File: config.mk
export PLATFORM = sky130hd
export DESIGN_NAME = menu_select_n
export DESIGN_NICKNAME = d
export VERILOG_FILES = /design/src/rtl/menu_select_n.sv
export SDC_FILE = /design/constraint.sdc
export NUM_CORES = 1
export LEC_CHECK = 0
export BUFFER_PORTS_ARGS = -buffer_cell sky130_fd_sc_hd__buf_4
export CAP_MARGIN = 20
export CORE_UTILIZATION = 42
export CTS_CLUSTER_SIZE = 24
export DETAILED_ROUTE_END_ITERATION = 10
export HOLD_SLACK_MARGIN = 0.06
export PLACE_DENSITY = 0.84
export SLEW_MARGIN = 20
export SYNTH_ARGS = -nofsm -noshare
export SYNTH_HDL_FRONTEND = slang
export SYNTH_SLANG_ARGS = --single-unit
File: constraint.sdc
create_clock -name clk -period 3.25 [get_ports clk]
set_input_delay 0.65 -clock clk [delete_from_list [all_inputs] [get_ports clk]]
set_output_delay 0.65 -clock clk [all_outputs]
set_load 0.01 [all_outputs]
File: src/rtl/menu_select_n.sv
`default_nettype none
// ============================================================================
// Module   : menu_select_n
// Brief    : Push-button stepped display-menu selector. The raw button is
//            synchronised and debounced; each accepted press rotates a one-hot
//            mode register, and the active channel word (primary or alternate)
//            is registered onto the display path every cycle.
// Options  : MENU_AUTO_SCROLL_EN - when defined, a free-running timer also
//            steps the menu every AUTO_PERIOD cycles.
// Revision : 1.0 - initial release
// ============================================================================
module menu_select_n #(
  parameter int NUM_MODES    = 3,
  parameter int DATA_W       = 32,
  parameter int DEBOUNCE_CYC = 1000000,
  parameter int AUTO_PERIOD  = 200000000
) (
  input  logic                        clk,
  input  logic                        rst_n,
  input  logic                        btn_next,
  input  logic [NUM_MODES*DATA_W-1:0] ch_data,
  input  logic [NUM_MODES*DATA_W-1:0] alt_data,
  input  logic [NUM_MODES-1:0]        alt_sel,
  output logic [DATA_W-1:0]           selected,
  output logic [NUM_MODES-1:0]        menu_show,
  output logic                        mode_chg
);

  // --------------------------------------------------------------------------
  // Constants
  // --------------------------------------------------------------------------
  localparam int DB_W = (DEBOUNCE_CYC > 1) ? $clog2(DEBOUNCE_CYC) : 1;
  localparam logic [DB_W-1:0]      C_DB_LAST = DB_W'(DEBOUNCE_CYC - 1);
  localparam logic [NUM_MODES-1:0] C_MODE0   = NUM_MODES'(1);

  // Elaboration-time sanity check on the configuration
  if ((NUM_MODES < 2) || (NUM_MODES > 8) || (DEBOUNCE_CYC < 1) ||
      (AUTO_PERIOD < 1) || (DATA_W < 1)) begin : g_bad_param
    $error("menu_select_n: illegal parameter combination");
  end

  // --------------------------------------------------------------------------
  // Signals
  // --------------------------------------------------------------------------
  logic                 sync1_q;
  logic                 btn_s_q;
  logic [DB_W-1:0]      db_cnt_q;
  logic [DB_W-1:0]      db_cnt_d;
  logic                 btn_db_q;
  logic                 btn_db_d;
  logic                 btn_db_prev_q;
  logic                 btn_step;
  logic                 auto_step;
  logic                 step_any;
  logic [NUM_MODES-1:0] menu_show_q;
  logic [NUM_MODES-1:0] menu_show_d;
  logic                 mode_chg_q;
  logic                 mode_chg_d;
  logic                 illegal_mode;
  logic [DATA_W-1:0]    mux_word;
  logic [DATA_W-1:0]    selected_q;
  logic [DATA_W-1:0]    selected_d;

  // --------------------------------------------------------------------------
  // Two-flop synchroniser; the raw pin feeds the first flop directly
  // --------------------------------------------------------------------------
  // Bring the asynchronous button into the clk domain
  always_ff @(posedge clk or negedge rst_n) begin
    if (!rst_n) begin
      sync1_q <= 1'b0;
      btn_s_q <= 1'b0;
    end else begin
      sync1_q <= btn_next;
      btn_s_q <= sync1_q;
    end
  end

  // --------------------------------------------------------------------------
  // Debounce: the synchronised level must differ from the accepted level for
  // DEBOUNCE_CYC consecutive cycles before it is accepted. Any return to the
  // accepted level restarts the count, so short glitches are swallowed.
  // --------------------------------------------------------------------------
  // Next-state for the debounce counter and accepted level
  always_comb begin
    db_cnt_d = db_cnt_q;
    btn_db_d = btn_db_q;
    if (btn_s_q == btn_db_q) begin
      db_cnt_d = '0;
    end else if (db_cnt_q == C_DB_LAST) begin
      btn_db_d = btn_s_q;
      db_cnt_d = '0;
    end else begin
      db_cnt_d = db_cnt_q + DB_W'(1);
    end
  end

  // Debounce state registers
  always_ff @(posedge clk or negedge rst_n) begin
    if (!rst_n) begin
      db_cnt_q      <= '0;
      btn_db_q      <= 1'b0;
      btn_db_prev_q <= 1'b0;
    end else begin
      db_cnt_q      <= db_cnt_d;
      btn_db_q      <= btn_db_d;
      btn_db_prev_q <= btn_db_q;
    end
  end

  // A step is the rising edge of the accepted level only; release is ignored
  assign btn_step = btn_db_q & ~btn_db_prev_q;

  // --------------------------------------------------------------------------
  // Optional auto-scroll timer
  // --------------------------------------------------------------------------
`ifdef MENU_AUTO_SCROLL_EN
  localparam int TM_W = (AUTO_PERIOD > 1) ? $clog2(AUTO_PERIOD) : 1;
  localparam logic [TM_W-1:0] C_TM_LAST = TM_W'(AUTO_PERIOD - 1);

  logic [TM_W-1:0] auto_tmr_q;

  assign auto_step = (auto_tmr_q == C_TM_LAST);

  // Free-running timer, restarted by any step so a press defers the next scroll
  always_ff @(posedge clk or negedge rst_n) begin
    if (!rst_n) begin
      auto_tmr_q <= '0;
    end else if (step_any) begin
      auto_tmr_q <= '0;
    end else begin
      auto_tmr_q <= auto_tmr_q + TM_W'(1);
    end
  end
`else
  assign auto_step = 1'b0;
`endif

  // Coincident button and timer steps merge into a single advance
  assign step_any = btn_step | auto_step;

  // --------------------------------------------------------------------------
  // Mode register
  // --------------------------------------------------------------------------
  // Zero or more than one bit set means the register was corrupted
  assign illegal_mode = (menu_show_q == '0) ||
                        ((menu_show_q & (menu_show_q - NUM_MODES'(1))) != '0);

  // Recovery has priority over a step; otherwise rotate left on each step
  always_comb begin
    menu_show_d = menu_show_q;
    mode_chg_d  = 1'b0;
    if (illegal_mode) begin
      menu_show_d = C_MODE0;
      mode_chg_d  = 1'b1;
    end else if (step_any) begin
      menu_show_d = {menu_show_q[NUM_MODES-2:0], menu_show_q[NUM_MODES-1]};
      mode_chg_d  = 1'b1;
    end
  end

  // Mode state and change-pulse registers
  always_ff @(posedge clk or negedge rst_n) begin
    if (!rst_n) begin
      menu_show_q <= C_MODE0;
      mode_chg_q  <= 1'b0;
    end else begin
      menu_show_q <= menu_show_d;
      mode_chg_q  <= mode_chg_d;
    end
  end

  // --------------------------------------------------------------------------
  // Output mux: one-hot AND-OR select of primary/alternate word per channel
  // --------------------------------------------------------------------------
  // Combine the active channel's word; non-active channels contribute zero
  always_comb begin
    mux_word = '0;
    for (int i = 0; i < NUM_MODES; i++) begin
      if (menu_show_q[i]) begin
        mux_word = mux_word | (alt_sel[i] ? alt_data[i*DATA_W +: DATA_W]
                                          : ch_data[i*DATA_W +: DATA_W]);
      end
    end
  end

  // A corrupted mode register falls back to the primary word of channel 0
  assign selected_d = illegal_mode ? ch_data[DATA_W-1:0] : mux_word;

  // Display word register, refreshed every cycle
  always_ff @(posedge clk or negedge rst_n) begin
    if (!rst_n) begin
      selected_q <= '0;
    end else begin
      selected_q <= selected_d;
    end
  end

  // --------------------------------------------------------------------------
  // Outputs
  // --------------------------------------------------------------------------
  assign selected  = selected_q;
  assign menu_show = menu_show_q;
  assign mode_chg  = mode_chg_q;

endmodule
`default_nettype wire

# Word-level counts from Yosys, hierarchy flattened
# Cells that the tools add are included.
[classes]
div_mod_pow = 0
n_eq_ne = 2
bitwise = 6
shifts = 0
magnitude_cmp = 0
n_reduce_logical = 5
addsub = 2
n_mux = 13
mul = 0
[op_table]
columns = ["cell", "n"]
rows = [
  ["2-to-1 mux 32 bit", 7],
  ["OR 32 bit", 2],
  ["2-to-1 mux 20 bit", 2],
  ["adder 20 x 1 -> 20 bit, second input constant", 1],
  ["equality test 20 bit, second input constant", 1],
  ["2-to-1 mux 3 bit", 2],
  ["AND 3 bit", 1],
  ["zero test 3 bit", 1],
  ["nonzero test 3 bit", 1],
  ["subtractor 3 x 1 -> 3 bit, second input constant", 1],
  ["2-to-1 mux 1 bit", 2],
  ["inverter 1 bit", 2],
  ["AND reduction 2 bit", 1],
  ["nonzero test 2 bit", 1],
  ["AND 1 bit", 1],
  ["equality test 1 bit", 1],
  ["logical OR 1 bit", 1],
]
[word_totals]
ramBits = 0
word_cells = 36
out_inout_bits = 36
romBits = 0
n_memories = 0
reg_bits = 60
latch_bits = 0
in_bits = 198

# Logic depth before layout (Yosys ltp)
# Gate-level depths: netlist (run 1).
[depth]
ltp_word = 7
depth_mapped = 7
depth_no_buf = 5

# Least setup slack after synthesis (run 1)
# Ideal clock, no wire load.
[synth_timing]
path_type = "input -> register"
start = "input alt_sel[2]"
end = "register selected_q[23], in the netlist selected[23]"
setup_ns = 0.130
path_slack_ns = 1.190
cell_stages = 5
arrival_time_ns = 1.930
cell_sequence = "clkbuf_1 -> buf_1 -> mux2_2 -> a222oi_1 -> o2bb2ai_1"
[synth_via]
elab_chain_cells = 4
[synth_rtl]
columns = ["element", "line_no", "text"]
rows = [
  ["start, declared", "23", "input logic [NUM_MODES-1:0] alt_sel,"],
  ["2-to-1 mux 32 bit", "180", "mux_word = mux_word | (alt_sel[i] ? alt_data[i*DATA_W +: DATA_W]"],
  ["OR 32 bit", "180", ""],
  ["2-to-1 mux 32 bit", "179", "if (menu_show_q[i]) begin"],
  ["2-to-1 mux 32 bit", "187", "assign selected_d = illegal_mode ? ch_data[DATA_W-1:0] : mux_word;"],
  ["named net selected_d[23]", "62", "logic [DATA_W-1:0] selected_d;"],
  ["end signal, assigned", "194", "selected_q <= selected_d;"],
  ["end, declared", "61", "logic [DATA_W-1:0] selected_q;"],
]
# The timed path passes the listed nets, and every way through them passes these cells.
# A chain may end at the register's enable or synchronous reset.

# Worst setup path after layout (run 1)
[layout_timing]
start = "register menu_show_q[2], in the netlist menu_show[2]"
end = "output menu_show[2]"
[layout_lines]
columns = ["element", "line_no", "text"]
rows = [
  ["start, declared", "55", "logic [NUM_MODES-1:0] menu_show_q;"],
  ["start signal, assigned", "167", "menu_show_q <= menu_show_d;"],
  ["end, declared", "25", "output logic [NUM_MODES-1:0] menu_show,"],
]
# No word-level cell between the ends.

==> results of run 1 <==
## area by class of cell
type	instances	area (um^2)	area share [%]
Clock buffer	12	165	2.83
Clock inverter	4	22.5	0.386
Inverter	6	22.5	0.386
Multi-Input combinational cell	270	2180	37.4
Sequential cell	60	1500	25.7
Tap cell	108	135	2.32
Timing Repair Buffer	239	1810	31.0
## worst paths after layout
check                              from           end  slack [ns]  cells after the start
min                             sync1_q       btn_s_q        0.35                      0
max reg2reg                menu_show[2]  selected[27]        1.01                      4
max in group asynchronous         rst_n  selected[21]        2.37                      1
min in group asynchronous         rst_n  selected[10]        0.39                      1
max                        menu_show[2]  menu_show[2]        0.92                      2
min reg2reg                     sync1_q       btn_s_q        0.35                      0
## critical path: cells and delay by family (launching register included)
family,cells,cell delay (ns)
DFF,1,0.78
buffers and inverters,2,0.58
## power by group through the flow
stage               Clock [mW]  Sequential [mW]  Combinational, mW
finish                   0.619            0.795              0.436
global route             0.669            0.798              0.469
CTS                      0.633            0.795              0.435
detailed placement           0            0.809              0.434
global placement             0            0.809              0.424
floorplan                    0            0.823              0.145
## per-layer routing
metal	track usage (%)	vias to the layer above	routed length, um
met1	32.9	1865	5010
met4	8.82	0	278
li1	-	1868	-
met5	0	-	0
met2	47.8	214	6610
met3	5.40	28	983
## per-stage QoR
stage | setup WS (ns) | std cells | area [um^2] | power, mW | util, %
final | 0.916 | 699 | 5840 | 1.85 | 66.6
after global routing | 0.801 | 699 | 5840 | 1.94 | 66.6
after CTS | 0.894 | 699 | 5840 | 1.86 | 66.6
after detailed placement | 0.958 | 683 | 5650 | 1.24 | 64.5
after global placement | 1.01 | 683 | 5650 | 1.23 | 64.5
after floorplan | 1.19 | 370 | 3840 | 0.968 | -
## registers in the layout, indices dropped and copies added, names as in the netlist
register,flops
mode_chg,1
menu_show,3
btn_db_q,1
sync1_q,1
selected,32
db_cnt_q,20
btn_db_prev_q,1
btn_s_q,1
## cell usage in the layout, fill, tap and decap left out, types with 2 or more instances in the layout
cell type	Yosys	layout
mux2_1	4	4
a21oi_2	2	2
o21ai_0	7	7
nor3_1	3	3
xor2_1	8	8
or3_1	4	4
and3_1	3	3
nand4_1	6	6
xnor2_1	6	6
a21oi_1	6	6
clkbuf_8	0	12
dfrtp_1	59	59
nand4b_1	2	2
a221o_1	14	14
and2_1	2	2
clkinv_2	0	3
buf_4	0	238
inv_1	6	6
a22oi_1	14	14
nor2_1	30	30
nand2_1	20	20
nand3_1	8	8
nor4_1	3	3
o2bb2ai_1	32	32
mux2_2	61	61
a222oi_1	18	18
## logic make-up (layout without fill, tap and decap cells)
group / after synthesis / count (layout) / synth area share [%]
xor gates and xnor gates: 14 / 14 / 3.20
and+or+nand+nor: 91 / 91 / 12.1
adders and majority gates: 1 / 1 / 0.326
buffers and inverters: 40 / 261 / 4.37
muxes: 65 / 65 / 19.1
DFF: 60 / 60 / 39.2
AOI/OAI and AO/OA: 99 / 99 / 21.7
==> impl_metrics.csv, run 1 <==
group,metric,value,unit
power_and_ir_drop,combPwrFrac,23.6,%
setup_path,path_max_fanout,21,
routing,drc,0,
place,place.gp.congestion,0.939,
setup_path,cp-end-kind,"output pin",
clock_network,cts_sinks,60,
clock_network,h-tree-depth,3,
logic_synthesis,syn_inst,370,
cells_and_area,area_growth,52.2,%
timing,fmax,0.428,GHz
logic_synthesis,yosysSeqAreaShare,39.2,%
timing,slew_viol_final,0,
routing,first_pass_iters,6,
cells_and_area,nets,785,
setup_path,crit_arrival,1.68,ns
global_routing,grt_max_degree,61,
timing,max_slew_margin,42.9,%
power_and_ir_drop,irDropWorstVdd,170,uV
cells_and_area,n_antenna_cell,0,
clock_network,root_buffer,"clkbuf_8",
power_and_ir_drop,p_per_area,317,mW/mm^2
power_and_ir_drop,p_seq_share,43.0,%
timing,rsz0062_at_grt,"false",
floorplan,die_h,97.6,um
timing,timing.final.hold_violations,0,
power_and_ir_drop,switching_share,24.7,%
clock_network,clk_latency,0.33,ns
floorplan,fp-row-count,34,
logic_synthesis,synth_most_common_cell,"mux2_2",
clock_network,clk_path_buf_depth,2,
logic_synthesis,synthFlopType,"dfrtp_1",
global_routing,gr-total-overflow,0,
clock_network,cts_setup_buffers,0,
logic_synthesis,synth_seq_cells,60,
setup_path,cp_common_cell,"buf_4",
logic_synthesis,syn_nets,569,
global_routing,grt_pass1_wl,20.5,mm
logic_synthesis,ys_async_sr_fraction,100,%
routing,drt_iter0_markers,235,
logic_synthesis,avgSynthCellArea,10.4,um^2
run_status,status,"completed",
timing,worst_pin_slew,0.856,ns
setup_path,path_class,"register to output pin",
power_and_ir_drop,switchingPower,0.457,mW
clock_network,cts-resized-gates,0,
routing,vias,3975,
routing,ant_nets,0,
hold_path,hold_class,"register to register",
global_routing,grt_pass1_vias,4162,
place,portBuffers,233,
timing,setup_viol,0,
floorplan,die-area,0.00952,mm^2
timing,fin_crit_sh,71.8,%
setup_path,crit_chain,"buf_4 -> buf_4",
setup_path,slowest_delay,0.78,ns
global_routing,track_usage,27.1,%
logic_synthesis,ys_types,43,
power_and_ir_drop,pwr-share-clk,33.5,%
cells_and_area,n_fill_cell,708,
setup_path,start_kind,"register",
clock_network,clk_pin_slew_worst_paths,0.07,ns
power_and_ir_drop,p_int,1.39,mW
routing,routedWlPerCell,18.4,um
setup_path,slowest_stage,"dfrtp_1",
cells_and_area,drive_gt1_share,55.5,%
timing,post-route-min-period,2.33,ns
setup_path,cp.required,2.60,ns
floorplan,die_x,97.6,um
timing,fin_worst_skew,0.0103,ns
logic_synthesis,synth_top_area_cell,"dfrtp_1",
logic_synthesis,synth_area_leaders,"dfrtp_1 (38%), mux2_2 (18%), o2bb2ai_1 (7.3%)",
timing,finalSetupTns,0,ns
clock_network,hold_buffers,0,
routing,route.final.wire_length,12.9,mm
flow_run,cap_violations,0,
global_routing,antenna_found_initial,0,
clock_network,cts_tree,"done",
clock_network,cts_buffers,9,
timing,timing.hold.ws,0.353,ns
floorplan,start_util,43.8,%
power_and_ir_drop,p_leak,2.72,nW
logic_synthesis,yosysTopAreaCellShare,38.5,%
floorplan,core,0.00876,mm^2
logic_synthesis,yosysWarnings,0,
logic_synthesis,yosys-top-cells-count,"mux2_2 (61), dfrtp_1 (59), o2bb2ai_1 (32)",
place,hpwl,9.84,mm
logic_synthesis,synth_area,0.00384,mm^2
logic_synthesis,synth_edf_count,0,
routing,vias_per_cell,5.69,
floorplan,ioPinCount,234,
Note: power is estimated with default switching activity, not from simulation.
==> run 2: changes to the inputs <==
==> constraint.sdc (replaced) <==
create_clock -name clk -period 2.2 [get_ports clk]
set_input_delay 0.44 -clock clk [delete_from_list [all_inputs] [get_ports clk]]
set_output_delay 0.44 -clock clk [all_outputs]
set_load 0.01 [all_outputs]
==> run 2 against run 1 <==
  * Critical path depth is 3 higher
  * Sequential share of layout area is 0.31 points lower
  * Non-clock buffer count is 6 higher
  * Clock skew is 0.0045 ns lower
  * Global-route usage is 1.1 points higher
  * Critical endpoint is now db_cnt_q[18]
  * Largest cell class unchanged
  * Highest routed layer unchanged
==> impl_metrics.csv, run 2 (synthesis results as in run 1) <==
group,metric,value,unit
cells_and_area,final_cell_mix,"buf_4 (245), mux2_2 (61), dfrtp_1 (59)",
power_and_ir_drop,p_leak,2.75,nW
run_status,status,"completed",
clock_network,clk_path_buf_depth,2,
flow_run,cap_violations,0,
cells_and_area,drive_gt1_share,55.9,%
routing,routedWlPerCell,18.5,um
place,place.gp.congestion,0.876,
global_routing,grt_pass1_wl,21.2,mm
cells_and_area,n_antenna_cell,0,
clock_network,cts_sinks,60,
power_and_ir_drop,irDropWorstVdd,309,uV
clock_network,clk_pin_slew_worst_paths,0.07,ns
setup_path,cp.required,2.46,ns
place,hpwl,9.87,mm
global_routing,gr-total-overflow,0,
cells_and_area,n_fill_cell,681,
clock_network,h-tree-depth,3,
setup_path,path_class,"register to register",
setup_path,timing.rr.start,"db_cnt_q[0]",
timing,finalSetupTns,0,ns
setup_path,r2r_cells,5,
timing,max_slew_margin,48.8,%
routing,first_pass_iters,6,
setup_path,crit_family,"simple AND/OR/NAND/NOR gates",
routing,drc,0,
routing,route.final.wire_length,13.1,mm
timing,rsz0062_at_grt,"false",
floorplan,die-area,0.00952,mm^2
cells_and_area,largest_reg_flops,32,
timing,timing.final.hold_violations,0,
clock_network,root_buffer,"clkbuf_8",
setup_path,start_kind,"register",
setup_path,cp-end-kind,"register",
timing,slew_viol_final,0,
floorplan,die_h,97.6,um
place,dp_cells,689,
cells_and_area,instances_no_fill,705,
global_routing,antenna_found_initial,0,
setup_path,path_max_fanout,6,
global_routing,grt_max_degree,61,
hold_path,hold_class,"input port to async pin",
setup_path,slowest_delay,0.42,ns
timing,fin_crit_sh,85.8,%
clock_network,cts_setup_buffers,0,
setup_path,crit_arrival,2.15,ns
clock_network,clk_latency,0.33,ns
setup_path,cp_num_buf_inv,0,
clock_network,cts_buffers,9,
timing,fin_worst_skew,0.00582,ns
routing,vias,4018,
routing,drt_iter0_markers,181,
floorplan,start_util,43.8,%
timing,timing.hold.ws,0.182,ns
clock_network,hold_buffers,0,
power_and_ir_drop,p_per_area,500,mW/mm^2
floorplan,die_x,97.6,um
timing,post-route-min-period,1.89,ns
cells_and_area,final_common_cell,"buf_4",
floorplan,core,0.00876,mm^2
setup_path,slowest_stage,"dfrtp_1",
routing,vias_per_cell,5.70,
timing,setup_viol,0,
timing,worst_pin_slew,0.767,ns
cells_and_area,nets,791,
floorplan,fp-row-count,34,
clock_network,cts_tree,"done",
clock_network,cts-resized-gates,0,
place,portBuffers,233,
routing,ant_nets,0,
timing,fmax,0.530,GHz
floorplan,ioPinCount,234,
cells_and_area,area_growth,54.0,%
setup_path,path_depth,5,
global_routing,grt_pass1_vias,4208,
setup_path,startpoint,"db_cnt_q[0]",
setup_path,crit_chain,"ha_1 -> nand4_1 -> nor4_1 -> or3b_1 -> a21oi_1",
global_routing,track_usage,28.2,%
-- run 2: changes by cell type in the layout (fill, tap and decap cells not counted), sizes merged --
cell / change
clkinvlp: +2
clkinv: -2
buf: +6
bufinv: +2
clkbuf: -2
-- run 2: cell type report --
class                      instances  area [um^2]  share of cell area (%)
inverter                           6         22.5                   0.381
clock buffer                      10          138                    2.33
multi-input combinational        270         2180                    36.9
timing repair buffer             245         1840                    31.1
clock inverter                     6         87.6                    1.48
sequential                        60         1500                    25.4
tap                              108          135                    2.29
-- run 2: worst register-to-register path, cell delays in order, from the launching register on --
cell and delay [ns]:
dfrtp_1 0.42, ha_1 0.33, nand4_1 0.13, nor4_1 0.39, or3b_1 0.39, a21oi_1 0.15
-- run 2: path summary, 6_finish.rpt --
check	endpoint	slack, ns
hold / removal	selected[1]	0.18
setup reg to reg	db_cnt_q[18]	0.31
hold reg to reg	btn_s_q	0.36
setup / recovery	db_cnt_q[18]	0.31
max in group asynchronous	menu_show[1]	1.51
min in group clk	sync1_q	0.22
-- run 2: layer usage --
metal / global-route usage, % / share of wire [%] / vias up
met5: 0 / 0 / -
met3: 6.26 / 6.6 / 40
met2: 47.6 / 50 / 195
met1: 33.9 / 40 / 1910
li1: - / - / 1873
met4: 13.5 / 3.7 / 0
-- run 2: power by group --
part / leakage [nW] / switching (mW) / internal [mW]
clock network: 0.105 / 0.463 / 0.666
logic: 1.88 / 0.236 / 0.413
registers: 0.764 / 0.0203 / 1.15
-- run 2: per-stage QoR --
| step | setup slack (ns) | util, % | power (mW) | instance area [um^2] |
|---|---|---|---|---|
| 2_1_floorplan | 0.350 | - | 1.43 | 3840 |
| 4_1_cts | 0.316 | 67.4 | 2.98 | 5910 |
| 3_5_place_dp | 0.232 | 64.8 | 1.84 | 5680 |
| 5_1_grt | 0.147 | 67.4 | 3.07 | 5910 |
| 6_report | 0.313 | 67.4 | 2.95 | 5910 |
| 3_3_place_gp | 0.262 | 64.8 | 1.83 | 5680 |
==> run 3: changes to the inputs <==
--- a/config.mk
+++ b/config.mk
@@ -7,6 +7,7 @@
 export LEC_CHECK = 0
 export BUFFER_PORTS_ARGS = -buffer_cell sky130_fd_sc_hd__buf_4
 export CAP_MARGIN = 20
+export CORE_MARGIN = 2
 export CORE_UTILIZATION = 42
 export CTS_CLUSTER_SIZE = 24
 export DETAILED_ROUTE_END_ITERATION = 10
==> run 3 against run 2 <==
  * Die area is 4.1% higher
  * Power down 5.3%
  * Clock power shrank 15%
  * Global-route usage down 0.20 points
  * Via count increased by 1.1%
  * First-iteration DRC count rose by 68%
  * Critical path type is now register to output pin
  * Largest cell class unchanged
  * Highest routed layer unchanged
==> impl_metrics.csv, run 3 (synthesis results as in run 1) <==
group,metric,value,unit
routing,ant_nets,0,
place,portBuffers,233,
timing,fin_ws,0.297,ns
routing,routedWlPerCell,19.6,um
place,hpwl,10.7,mm
power_and_ir_drop,irDropWorstVdd,228,uV
setup_path,cp_num_buf_inv,2,
floorplan,fp-row-count,34,
clock_network,cts_buffers,9,
timing,slew_viol_final,0,
clock_network,root_buffer,"clkbuf_8",
power_and_ir_drop,p_per_area,477,mW/mm^2
cells_and_area,drive_gt1_share,55.8,%
floorplan,die-area,0.00991,mm^2
clock_network,cts-resized-gates,0,
clock_network,h-tree-depth,3,
clock_network,clk_pin_slew_worst_paths,0.07,ns
setup_path,timing.rr.start,"menu_show[0]",
timing,fin_worst_skew,0.0102,ns
floorplan,die_h,99.6,um
setup_path,path_class,"register to output pin",
cells_and_area,n_fill_cell,685,
timing,max_slew_margin,49.4,%
setup_path,crit_arrival,1.46,ns
cells_and_area,n_antenna_cell,0,
setup_path,slowest_stage,"dfstp_2",
clock_network,cts_sinks,60,
cells_and_area,area_growth,52.7,%
clock_network,hold_buffers,0,
power_and_ir_drop,p_total,2.80,mW
timing,setup_viol,0,
cells_and_area,seqCellArea,0.00150,mm^2
global_routing,antenna_found_initial,0,
routing,drt_iter0_markers,304,
routing,vias_per_cell,5.78,
timing,finalSetupTns,0,ns
cells_and_area,multi_input_area,0.00218,mm^2
clock_network,cts_setup_buffers,0,
place,place.gp.congestion,0.885,
global_routing,grt_pass1_wl,21.5,mm
setup_path,cp-end-kind,"output pin",
timing,fmax,0.526,GHz
floorplan,die_x,99.6,um
hold_path,hold_class,"input port to async pin",
setup_path,crit_chain,"buf_4 -> buf_4",
flow_run,cap_violations,0,
global_routing,track_usage,28.0,%
cells_and_area,nets,789,
setup_path,r2r-end,"selected[22]",
routing,vias,4062,
setup_path,path_max_fanout,14,
floorplan,core,0.00881,mm^2
clock_network,cts_tree,"done",
cells_and_area,final_cell_area,0.00586,mm^2
setup_path,start_kind,"register",
cells_and_area,largest_reg_flops,32,
setup_path,cp.required,1.76,ns
floorplan,ioPinCount,234,
timing,fin_crit_sh,86.5,%
timing,rsz0062_at_grt,"false",
cells_and_area,final_cell_mix,"buf_4 (243), mux2_2 (61), dfrtp_1 (59)",
power_and_ir_drop,p_leak,2.74,nW
timing,post-route-min-period,1.90,ns
place,placed_cell_area,0.00567,mm^2
run_status,status,"completed",
timing,timing.final.hold_violations,0,
routing,first_pass_iters,5,
clock_network,clk_path_buf_depth,2,
floorplan,start_util,43.6,%
setup_path,slowest_delay,0.70,ns
setup_path,cp_common_cell,"buf_4",
routing,drc,0,
clock_network,clk_latency,0.34,ns
routing,route.final.wire_length,13.8,mm
setup_path,r2r_slack,0.32,ns
global_routing,grt_max_degree,61,
setup_path,crit_family,"flip-flops",
place,post-place-ws,0.287,ns
global_routing,grt_pass1_vias,4161,
setup_path,r2r_cells,3,
cells_and_area,final_common_cell,"buf_4",
global_routing,gr-total-overflow,0,
timing,worst_pin_slew,0.758,ns
[run 3: changes by cell type in the layout (fill, tap and decap cells not counted), sizes merged]
cell      delta
clkinv       +5
clkinvlp     -3
buf          -2
bufinv       -1
clkbuf       -1
[run 3: area by class of cell]
| class | count | share of cell area [%] |
|---|---|---|
| clock buffers | 9 | 2.11 |
| clock inverters | 7 | 1.15 |
| inverters | 6 | 0.384 |
| multi-input cells | 270 | 37.2 |
| flip-flops and latches | 60 | 25.7 |
| well taps | 108 | 2.31 |
| repair buffers | 243 | 31.1 |
[run 3: how the worst max path moves through the flow]
stage	start	endpoint	slack, ns	cells past startpoint
after floorplan	alt_sel[2]	selected[23]	0.35	5
after global placement	alt_sel[2]	selected[22]	0.33	4
after detailed placement	alt_sel[2]	selected[22]	0.29	4
after CTS	menu_show[0]	menu_show[0]	0.29	2
after global routing	menu_show[0]	selected[22]	0.16	3
final	menu_show[0]	menu_show[0]	0.30	2
[run 3: power breakdown]
group	total, mW	internal [mW]	switching, mW
clock network	0.964	0.518	0.446
logic	0.648	0.410	0.239
registers	1.18	1.15	0.0292
[run 3: metal layers]
layer	vias up	GRT usage, %	share of wire [%]
met2	226	46.2	48
met3	26	8.78	9.9
met5	-	0	0
met4	0	9.80	2.4
met1	1935	34.7	40
li1	1875	-	-
[run 3: per-stage QoR]
step | hold slack, ns | utilization [%] | instances
floorplan | 0.144 | - | 370
global placement | 0.334 | 64.4 | 687
detailed placement | 0.341 | 64.4 | 687
CTS | 0.188 | 66.5 | 703
global route | 0.178 | 66.5 | 703
finish | 0.171 | 66.5 | 703
